$ cat config.mk
export PLATFORM = sky130hd
export DESIGN_NAME = uart_apb_completer
export DESIGN_NICKNAME = d
export VERILOG_FILES = /design/src/rtl/renode_pkg.sv /design/src/rtl/uart_bit_timer.sv /design/src/rtl/uart_apb_completer.sv
export SDC_FILE = /design/constraint.sdc
export NUM_CORES = 1
export LEC_CHECK = 0
export BUFFER_PORTS_ARGS = -buffer_cell sky130_fd_sc_hd__buf_2
export CORE_MARGIN = 10
export CORE_UTILIZATION = 52
export CTS_CLUSTER_SIZE = 16
export DETAILED_ROUTE_END_ITERATION = 7
export GPL_TIMING_DRIVEN = 1
export MAX_ROUTING_LAYER = met4
export PLACE_DENSITY = 0.76
export SKIP_LAST_GASP = 1
export SLEW_MARGIN = 30
export SYNTH_ARGS = -nofsm -noshare
export SYNTH_HDL_FRONTEND = slang
export SYNTH_SLANG_ARGS = --single-unit
export TNS_END_PERCENT = 1
$ cat constraint.sdc
create_clock -name clk -period 2.6 [get_ports clk]
set_input_delay 0.65 -clock clk [delete_from_list [all_inputs] [get_ports clk]]
set_output_delay 0.65 -clock clk [all_outputs]
set_load 0.005 [all_outputs]
$ cat src/rtl/renode_pkg.sv
// Shared definitions for the APB UART completer: register offsets, STATUS bit
// positions and the bit-level state type used by both serial directions.
package renode_pkg;

  localparam int unsigned UART_DATA_OFF   = 'h0;
  localparam int unsigned UART_STATUS_OFF = 'h4;
  localparam int unsigned UART_DIV_OFF    = 'h8;

  localparam int unsigned ST_TX_EMPTY     = 0;
  localparam int unsigned ST_TX_BUSY      = 1;
  localparam int unsigned ST_RX_VALID     = 2;
  localparam int unsigned ST_RX_OVERRUN   = 3;
  localparam int unsigned ST_RX_FRAME_ERR = 4;

  typedef enum logic [1:0] {
    IDLE,
    START,
    DATA,
    STOP
  } uart_bit_state_t;

endpackage

$ cat src/rtl/uart_bit_timer.sv
// Loadable down-counter; tick is high while the count sits at zero, so a load
// of N gives a tick N+1 clocks after the loading edge.
module uart_bit_timer #(
  parameter int unsigned WIDTH = 16
) (
  input  logic             clk,
  input  logic             rst,
  input  logic             load,
  input  logic [WIDTH-1:0] load_val,
  output logic             tick
);

  logic [WIDTH-1:0] count;

  always_ff @(posedge clk) begin
    if (rst) begin
      count <= '0;
    end else if (load) begin
      count <= load_val;
    end else if (count != '0) begin
      count <= count - WIDTH'(1);
    end
  end

  assign tick = (count == '0);

endmodule

$ cat src/rtl/uart_apb_completer.sv
// APB3 completer UART: zero-wait-state register file with an 8N1 transmitter
// fed by a one-byte holding register and an 8N1 receiver with status flags.
module uart_apb_completer
  import renode_pkg::*;
#(
  parameter int unsigned ADDR_WIDTH  = 8,
  parameter int unsigned DATA_WIDTH  = 32,
  parameter int unsigned DEFAULT_DIV = 16
) (
  input  logic                  clk,
  input  logic                  rst,
  input  logic [ADDR_WIDTH-1:0] paddr,
  input  logic                  pselx,
  input  logic                  penable,
  input  logic                  pwrite,
  input  logic [DATA_WIDTH-1:0] pwdata,
  output logic                  pready,
  output logic [DATA_WIDTH-1:0] prdata,
  output logic                  pslverr,
  output logic                  tx_o,
  input  logic                  rx_i
);

  logic            access, sel_data, sel_status, sel_div, mapped;
  logic            wr_data_ok, rd_data, wr_status, wr_div;
  logic [15:0]     divisor;
  logic [4:0]      status_vec;

  uart_bit_state_t tx_state;
  logic [7:0]      tx_hold, tx_shift;
  logic            tx_full;
  logic [2:0]      tx_idx;
  logic            tx_load, tx_tick;

  uart_bit_state_t rx_state;
  logic            rx_s1, rx_s2, rx_prev, rx_fall;
  logic [7:0]      rx_shift, rx_data;
  logic [2:0]      rx_idx;
  logic            rx_valid, rx_overrun, rx_frame_err;
  logic            rx_load, rx_tick;
  logic [15:0]     rx_load_val;

  logic            unused_pwdata;

  assign access     = pselx & penable;
  assign sel_data   = (paddr == ADDR_WIDTH'(UART_DATA_OFF));
  assign sel_status = (paddr == ADDR_WIDTH'(UART_STATUS_OFF));
  assign sel_div    = (paddr == ADDR_WIDTH'(UART_DIV_OFF));
  assign mapped     = sel_data | sel_status | sel_div;

  assign wr_data_ok = access & pwrite & sel_data & ~tx_full;
  assign rd_data    = access & ~pwrite & sel_data;
  assign wr_status  = access & pwrite & sel_status;
  assign wr_div     = access & pwrite & sel_div;

  assign pready  = 1'b1;
  assign pslverr = access & (~mapped | (pwrite & sel_data & tx_full));
  assign unused_pwdata = ^pwdata[DATA_WIDTH-1:16];

  always_comb begin
    status_vec                  = '0;
    status_vec[ST_TX_EMPTY]     = ~tx_full;
    status_vec[ST_TX_BUSY]      = (tx_state != IDLE);
    status_vec[ST_RX_VALID]     = rx_valid;
    status_vec[ST_RX_OVERRUN]   = rx_overrun;
    status_vec[ST_RX_FRAME_ERR] = rx_frame_err;
  end

  always_comb begin
    prdata = '0;
    if (access && !pwrite) begin
      if (sel_data && rx_valid) prdata[7:0]  = rx_data;
      if (sel_status)           prdata[4:0]  = status_vec;
      if (sel_div)              prdata[15:0] = divisor;
    end
  end

  always_ff @(posedge clk) begin
    if (rst) begin
      divisor <= 16'(DEFAULT_DIV);
    end else if (wr_div) begin
      divisor <= (pwdata[15:0] < 16'd2) ? 16'd2 : pwdata[15:0];
    end
  end

  // Timer loads are combinational so a new bit period starts on the same edge
  // as the state change; reloading from divisor applies DIVISOR writes per bit.
  assign tx_load = ((tx_state == IDLE) && tx_full) || ((tx_state != IDLE) && tx_tick);

  uart_bit_timer #(.WIDTH(16)) u_tx_timer (
    .clk      (clk),
    .rst      (rst),
    .load     (tx_load),
    .load_val (divisor - 16'd1),
    .tick     (tx_tick)
  );

  always_ff @(posedge clk) begin
    if (rst) begin
      tx_state <= IDLE;
      tx_o     <= 1'b1;
      tx_hold  <= '0;
      tx_full  <= 1'b0;
      tx_shift <= '0;
      tx_idx   <= '0;
    end else begin
      if (wr_data_ok) begin
        tx_hold <= pwdata[7:0];
        tx_full <= 1'b1;
      end
      case (tx_state)
        IDLE: begin
          if (tx_full) begin
            tx_shift <= tx_hold;
            tx_full  <= 1'b0;
            tx_o     <= 1'b0;
            tx_state <= START;
          end
        end
        START: begin
          if (tx_tick) begin
            tx_o     <= tx_shift[0];
            tx_idx   <= '0;
            tx_state <= DATA;
          end
        end
        DATA: begin
          if (tx_tick) begin
            if (tx_idx == 3'd7) begin
              tx_o     <= 1'b1;
              tx_state <= STOP;
            end else begin
              tx_idx <= tx_idx + 3'd1;
              tx_o   <= tx_shift[tx_idx + 3'd1];
            end
          end
        end
        STOP: begin
          if (tx_tick) begin
            if (tx_full) begin
              tx_shift <= tx_hold;
              tx_full  <= 1'b0;
              tx_o     <= 1'b0;
              tx_state <= START;
            end else begin
              tx_state <= IDLE;
            end
          end
        end
        default: tx_state <= IDLE;
      endcase
    end
  end

  assign rx_fall     = rx_prev & ~rx_s2;
  assign rx_load     = ((rx_state == IDLE) && rx_fall) ||
                       ((rx_state == START) && rx_tick && !rx_s2) ||
                       ((rx_state == DATA) && rx_tick);
  assign rx_load_val = (rx_state == IDLE) ? (divisor >> 1) : (divisor - 16'd1);

  uart_bit_timer #(.WIDTH(16)) u_rx_timer (
    .clk      (clk),
    .rst      (rst),
    .load     (rx_load),
    .load_val (rx_load_val),
    .tick     (rx_tick)
  );

  always_ff @(posedge clk) begin
    if (rst) begin
      rx_s1        <= 1'b1;
      rx_s2        <= 1'b1;
      rx_prev      <= 1'b1;
      rx_state     <= IDLE;
      rx_shift     <= '0;
      rx_idx       <= '0;
      rx_data      <= '0;
      rx_valid     <= 1'b0;
      rx_overrun   <= 1'b0;
      rx_frame_err <= 1'b0;
    end else begin
      rx_s1   <= rx_i;
      rx_s2   <= rx_s1;
      rx_prev <= rx_s2;
      if (rd_data) rx_valid <= 1'b0;
      if (wr_status && pwdata[ST_RX_OVERRUN])   rx_overrun   <= 1'b0;
      if (wr_status && pwdata[ST_RX_FRAME_ERR]) rx_frame_err <= 1'b0;
      case (rx_state)
        IDLE: begin
          if (rx_fall) rx_state <= START;
        end
        START: begin
          if (rx_tick) begin
            rx_idx   <= '0;
            rx_state <= rx_s2 ? IDLE : DATA;
          end
        end
        DATA: begin
          if (rx_tick) begin
            rx_shift <= {rx_s2, rx_shift[7:1]};
            rx_idx   <= rx_idx + 3'd1;
            if (rx_idx == 3'd7) rx_state <= STOP;
          end
        end
        STOP: begin
          // Sets follow the clears above so a simultaneous set wins.
          if (rx_tick) begin
            rx_data  <= rx_shift;
            rx_valid <= 1'b1;
            if (rx_valid && !rd_data) rx_overrun   <= 1'b1;
            if (!rx_s2)               rx_frame_err <= 1'b1;
            rx_state <= IDLE;
          end
        end
        default: rx_state <= IDLE;
      endcase
    end
  end

endmodule

==> flow_metrics.env, run 1 <==
export IMPL_io_pins=81
export IMPL_endpoint_kind="output pin"
export IMPL_crit_fanout=8
export IMPL_synth_edf_count=0
export IMPL_totalWireLength_um=15700
export IMPL_synth_area_um2=5600
export IMPL_ys_flop_type="dfxtp_1"
export IMPL_synth_top_family_by_area="simple AND/OR/NAND/NOR gates"
export IMPL_final_layout_size_suffix_gt1_share_pct=16.5
export IMPL_finalHoldViolations=0
export IMPL_antenna_found_initial=0
export IMPL_maxCapViolCount=0
export IMPL_peakVddDrop_mv=0.458
export IMPL_cts_buffers=9
export IMPL_crit_required_ns=1.95
export IMPL_dr_pass1_iters=6
export IMPL_fin_area_um2=6280
export IMPL_vias=5475
export IMPL_path_class="input pin to output pin"
export IMPL_htree_levels=3
export IMPL_die_y_um=124
export IMPL_fin_ws_ns=0.0677
export IMPL_synth_most_common_cell="nand2_1"
export IMPL_fin_util_pct=60.3
export IMPL_clk_insertion_delay_late_ns=0.38
export IMPL_antenna_cells=0
export IMPL_ant_nets=0
export IMPL_status="finished clean"
export IMPL_yosysTopAreaCellShare_pct=35.0
export IMPL_fin_crit_sh_pct=97.4
export IMPL_leakagePower_uw=0.00236
export IMPL_final_max_slew_viol_count=0
export IMPL_cp_top_family="simple AND/OR/NAND/NOR gates"
export IMPL_dieWidth_um=124
export IMPL_synthAdderAreaFrac_pct=2.90
export IMPL_synth_common_cells="nand2_1 (110), dfxtp_1 (98), nor2_1 (59)"
export IMPL_drc=0
export IMPL_synth_compound_area_share_pct=19.1
export IMPL_synth_async_reset_ratio_pct=0
export IMPL_yosys_area_share_simple_pct=27.5
export IMPL_rows=37
export IMPL_rsz0062_at_grt="true"
export IMPL_clock_skew_ns=0.0128
export IMPL_track_usage_pct=20.7
export IMPL_port_buffers=47
export IMPL_max_stage_delay_ns=0.27
export IMPL_period_needed_ns=2.53
export IMPL_post_place_ws_ns=-0.0825
export IMPL_drt_iter0_drc=709
export IMPL_ys_warn_count=0
export IMPL_cts_tree="yes"
export IMPL_cp_num_buf_inv=3
export IMPL_synthMuxAreaShare_pct=4.96
export IMPL_avgViaCountPerCell=6.08
export IMPL_yosysSeqAreaShare_pct=35.0
export IMPL_start_util_pct=53.8
export IMPL_fin_nets=818
export IMPL_hp_class="register to register"
export IMPL_die_area_um2=15300
export IMPL_synth_xor_area_share_pct=4.22
export IMPL_post_drt_wl_per_cell_um=17.4
export IMPL_routabilityCongestion=0.912
export IMPL_netlist_instances=706
export IMPL_cp_arrival_ns=1.88
export IMPL_coreArea_um2=10400
export IMPL_crit_top_cell="buf_2"
export IMPL_grt_pass1_vias=5094
export IMPL_slew_headroom_pct=60.7
export IMPL_synth_area_leader_cell="dfxtp_1"
export IMPL_grt_pass1_wl_um=25000
export IMPL_setup_viol=0
export IMPL_grt_max_degree=40
export IMPL_grt_overflow=0
export IMPL_holdWs_ns=0.421
export IMPL_synth_cell_types=69
export IMPL_synth_area_leaders="dfxtp_1 (35%), nand2_1 (7.4%), a21oi_1 (5.0%), nor2_1 (4.0%), mux2i_1 (3.8%)"
export IMPL_syn_avg_cell_area_um2=7.93
export IMPL_clk_path_buf_depth=2
export IMPL_path_cells="buf_2, nor4_4, nand3_1, nor3_2, buf_4, and2_1, buf_2"
export IMPL_p_per_area_nw_per_um2=765
export IMPL_cts_sinks=98
export IMPL_dp_hpwl_um=11700
export IMPL_max_freq_mhz=395
export IMPL_clk_pin_slew_worst_paths_ns=0.09
export IMPL_cp_start_kind="input pin"
export IMPL_placed_area_um2=6050
export IMPL_slowest_stage="nor4_4"
export IMPL_clock_root_buffer="clkbuf_8"
export IMPL_area_delta_synth_final_pct=12.2
export IMPL_ys_ff_latch=98
export IMPL_worst_slew_pin_slew_ns=0.587
[final timing paths]
| path | start | endpoint | slack [ns] | cells after the start |
|---|---|---|---|---|
| max | paddr[5] | prdata[14] | 0.07 | 7 |
| min | rx_s1 | rx_s2 | 0.42 | 1 |
| max reg2reg | divisor[0] | u_rx_timer.count[10] | 0.17 | 7 |
| min reg2reg | rx_s1 | rx_s2 | 0.42 | 1 |
[power by group]
group          switching (µW)  leakage, µW  internal [µW]
logic                    1010      0.00147            833
registers                 251     0.000795           1700
clock network             556    0.0000941            453
[cell type report]
class	instances	area, µm²
fillers	959	4140
multi-input cells	553	3390
flip-flops and latches	98	1960
repair buffers	82	510
well taps	136	170
clock buffers	11	131
clock inverters	5	63.8
inverters	15	56.3
[per-layer routing]
metal	vias up	share of wire [%]	GRT usage, %	wire [µm]
met2	260	47	32.6	7400
met1	2566	42	26.4	6660
li1	2609	-	-	-
met5	-	0	-	0
met3	40	8.4	3.39	1310
met4	0	2.0	6.77	318
[state kept, by name (all words and copies together), names as in the netlist, named ones only]
| signal | cells |
|---|---|
| divisor | 16 |
| rx_data | 8 |
| rx_frame_err | 1 |
| rx_idx | 3 |
| rx_overrun | 1 |
| rx_prev | 1 |
| rx_s1 | 1 |
| rx_s2 | 1 |
| rx_shift | 8 |
| rx_state | 1 |
| rx_valid | 1 |
| tx_full | 1 |
| tx_hold | 8 |
| tx_idx | 3 |
| tx_o | 1 |
| tx_shift | 8 |
| tx_state | 2 |
| u_rx_timer.count | 16 |
| u_tx_timer.count | 16 |
[cell families after synthesis]
| kind of cell | after synthesis |
|---|---|
| AND/OR/NAND/NOR | 310 |
| AO/OA/AOI/OAI | 160 |
| flip-flops | 98 |
| buffers and inverters | 70 |
| XOR/XNOR | 27 |
| multiplexers | 26 |
| adder cells (fa/ha/maj) | 13 |
| other | 2 |
[timing repair]
action,4_1_cts,5_1_grt
cloned,0,0
setup endpoints to repair,6,17
pin swaps,0,3
resized for setup,1,3
setup buffers,0,1
hold buffers,0,0
endpoints found under the hold margin,0,0
[through the flow]
step	total power, µW	setup TNS (ns)	cells
global placement	3670	-0.00240	883
global route	5090	-0.0199	900
CTS	4740	-0.0677	899
finish	4800	0	900
detailed placement	3740	-0.277	883
floorplan	3170	0	721
[cells in the final DEF (no fill, tap or decap), types with 4 or more instances in the layout]
master and count:
nand3_1 22, a22oi_1 8, or2_2 7, o32ai_1 4
nor2_1 59, o21ai_0 23, buf_4 34, or4_1 4
o22ai_1 4, xnor2_1 18, o211ai_1 4, or3_1 10
nor3_1 21, nor4_1 13, conb_1 17, mux2i_1 21
ha_1 13, nor3b_1 5, mux2_2 4, a221oi_1 4
nor2b_1 9, buf_2 47, nand4_1 8, nand2b_1 6
dfxtp_1 98, nor4_2 4, clkbuf_8 9, o31ai_1 8
a21oi_1 56, a211oi_1 14, and2_1 11, xor2_1 9
inv_1 15, nand2_1 110, and3_1 5
No activity file was read; power rests on OpenSTA's default activity.
==> inputs of run 2 (changes only) <==
--- a/config.mk
+++ b/config.mk
@@ -7,15 +7,14 @@
 export LEC_CHECK = 0
 export BUFFER_PORTS_ARGS = -buffer_cell sky130_fd_sc_hd__buf_2
 export CORE_MARGIN = 10
-export CORE_UTILIZATION = 52
+export CORE_UTILIZATION = 58
 export CTS_CLUSTER_SIZE = 16
 export DETAILED_ROUTE_END_ITERATION = 7
 export GPL_TIMING_DRIVEN = 1
 export MAX_ROUTING_LAYER = met4
-export PLACE_DENSITY = 0.76
+export PLACE_DENSITY = 0.81
 export SKIP_LAST_GASP = 1
 export SLEW_MARGIN = 30
 export SYNTH_ARGS = -nofsm -noshare
 export SYNTH_HDL_FRONTEND = slang
 export SYNTH_SLANG_ARGS = --single-unit
-export TNS_END_PERCENT = 1
==> constraint.sdc (replaced) <==
create_clock -name clk -period 2.9 [get_ports clk]
set_input_delay 0.725 -clock clk [delete_from_list [all_inputs] [get_ports clk]]
set_output_delay 0.725 -clock clk [all_outputs]
set_load 0.02 [all_outputs]
==> flow_metrics.env, run 2 (same netlist as run 1, synthesis figures left out) <==
export IMPL_status="finished clean"
export IMPL_worstHoldEndpoint="rx_s2"
export IMPL_slowest_stage="nor4_2"
export IMPL_max_freq_mhz=357
export IMPL_cts_sinks=98
export IMPL_vias=5357
export IMPL_clk_path_buf_depth=2
export IMPL_drc=0
export IMPL_reg2reg_to="u_tx_timer.count[13]"
export IMPL_ant_nets=0
export IMPL_grt_pass1_wl_um=25000
export IMPL_peakVddDrop_mv=0.283
export IMPL_crit_fanout=8
export IMPL_fin_crit_sh_pct=96.5
export IMPL_antenna_cells=0
export IMPL_cts_setup_buffers=0
export IMPL_area_delta_synth_final_pct=10.1
export IMPL_path_cells="buf_2, nor4_2, nand3_1, nor3_2, buf_4, and2_1, buf_2"
export IMPL_clk_insertion_delay_late_ns=0.37
export IMPL_totalWireLength_um=15100
export IMPL_worst_r2r_path_depth=8
export IMPL_fin_nets=807
export IMPL_port_buffers=47
export IMPL_p_sw_uw=1630
export IMPL_clock_power_share_pct=21.4
export IMPL_die_y_um=118
export IMPL_cp_start_kind="input pin"
export IMPL_setup_viol=0
export IMPL_clock_root_buffer="clkbuf_8"
export IMPL_final_layout_size_suffix_gt1_share_pct=15.4
export IMPL_cp_arrival_ns=2.07
export IMPL_layout_commonest_cell="nand2_1"
export IMPL_cts_buffers=9
export IMPL_dr_pass1_iters=5
export IMPL_track_usage_pct=21.5
export IMPL_fin_ws_ns=0.101
export IMPL_clk_pin_slew_worst_paths_ns=0.10
export IMPL_start_util_pct=60.0
export IMPL_fill_cells=772
export IMPL_cp_top_family="simple AND/OR/NAND/NOR gates"
export IMPL_switching_share_pct=38.0
export IMPL_clock_skew_ns=0.00850
export IMPL_met1_usage_pct=28.2
export IMPL_crit_required_ns=2.17
export IMPL_period_needed_ns=2.80
export IMPL_post_place_ws_ns=-0.00321
export IMPL_rsz0062_at_grt="false"
export IMPL_max_stage_delay_ns=0.31
export IMPL_layout_common_cells="nand2_1 (110), dfxtp_1 (98), nor2_1 (59)"
export IMPL_hp_class="register to register"
export IMPL_rows=35
export IMPL_coreArea_um2=9330
export IMPL_reg_largest_list="divisor: 16 flops, u_rx_timer.count: 16 flops, u_tx_timer.count: 16 flops"
export IMPL_rrSetupSlack_ns=0.33
export IMPL_worst_slew_pin_slew_ns=0.610
export IMPL_cp_num_buf_inv=3
export IMPL_dieWidth_um=118
export IMPL_antenna_found_initial=0
export IMPL_fin_util_pct=66.1
export IMPL_post_drt_wl_per_cell_um=17.1
export IMPL_endpoint_kind="output pin"
export IMPL_grt_overflow=0
export IMPL_placed_area_um2=5950
export IMPL_path_class="input pin to output pin"
export IMPL_p_per_area_nw_per_um2=698
export IMPL_power_total_uw=4300
export IMPL_hold_start="rx_s1"
export IMPL_final_max_slew_viol_count=0
export IMPL_crit_top_cell="buf_2"
export IMPL_io_pins=81
export IMPL_grt_max_degree=37
export IMPL_htree_levels=3
export IMPL_busiest_layer="met2"
export IMPL_grt_pass1_vias=5150
export IMPL_avgViaCountPerCell=6.08
export IMPL_cts_tree="yes"
export IMPL_share_comb_of_total_power_pct=38.1
export IMPL_dp_hpwl_um=11100
export IMPL_grtUsageMet2_pct=33.0
export IMPL_routabilityCongestion=0.922
export IMPL_cts_resized=1
export IMPL_holdWs_ns=0.431
export IMPL_slew_headroom_pct=59.3
export IMPL_maxCapViolCount=0
export IMPL_drt_iter0_drc=453
export IMPL_fin_area_um2=6170
export IMPL_use_met3_pct=3.57
export IMPL_leakagePower_uw=0.00230
export IMPL_holdPathStages=1
export IMPL_p_seq_share_pct=40.5
export IMPL_internal_power_uw=2670
export IMPL_finalHoldViolations=0
export IMPL_reg2reg_from="u_tx_timer.count[0]"
export IMPL_die_area_um2=14000
export IMPL_hold_buffers=0
-- run 2: how the worst max path moves through the flow --
stage | start | endpoint | slack [ns] | cells past startpoint
2_1_floorplan | paddr[5] | prdata[10] | 0.01 | 4
3_3_place_gp | paddr[5] | prdata[15] | 0.05 | 7
3_5_place_dp | paddr[5] | prdata[7] | -0.003 | 6
4_1_cts | paddr[5] | prdata[15] | 0.08 | 7
5_1_grt | paddr[5] | prdata[15] | 0.0008 | 7
6_report | paddr[5] | prdata[15] | 0.10 | 7
-- run 2: through the flow --
step / instances / TNS [ns]
6_report: 881 / 0
5_1_grt: 881 / 0
4_1_cts: 881 / 0
3_5_place_dp: 866 / -0.00634
3_3_place_gp: 866 / 0
2_1_floorplan: 721 / 0
-- run 2: final cells by class --
cell class	count	area [µm²]	share of cell area, %
clock buffers	10	138	2.23
inverters	15	56.3	0.913
repair buffers	71	415	6.74
flip-flops and latches	98	1960	31.8
well taps	129	161	2.62
multi-input cells	553	3370	54.6
clock inverters	5	63.8	1.03
-- run 2: worst register-to-register path, stage by stage, from the launching register on --
cell and delay, ns:
dfxtp_1 0.35, inv_1 0.09, ha_1 0.17, nor4b_1 0.31
buf_4 0.19, nand4_2 0.26, o21a_1 0.51, nor3_1 0.42
o22ai_1 0.16
-- run 2: routing by layer --
layer,share of wire [%],wire (µm)
met5,0,0
met1,46,6920
met4,1.1,171
met2,46,6940
met3,7.1,1080
-- run 2: power by group through the flow --
stage	Combinational [µW]	Clock, µW	Sequential (µW)
finish	1640	922	1740
global route	1830	980	1770
CTS	1620	931	1730
detailed placement	1590	0	1760
global placement	1540	0	1740
floorplan	1180	0	1680
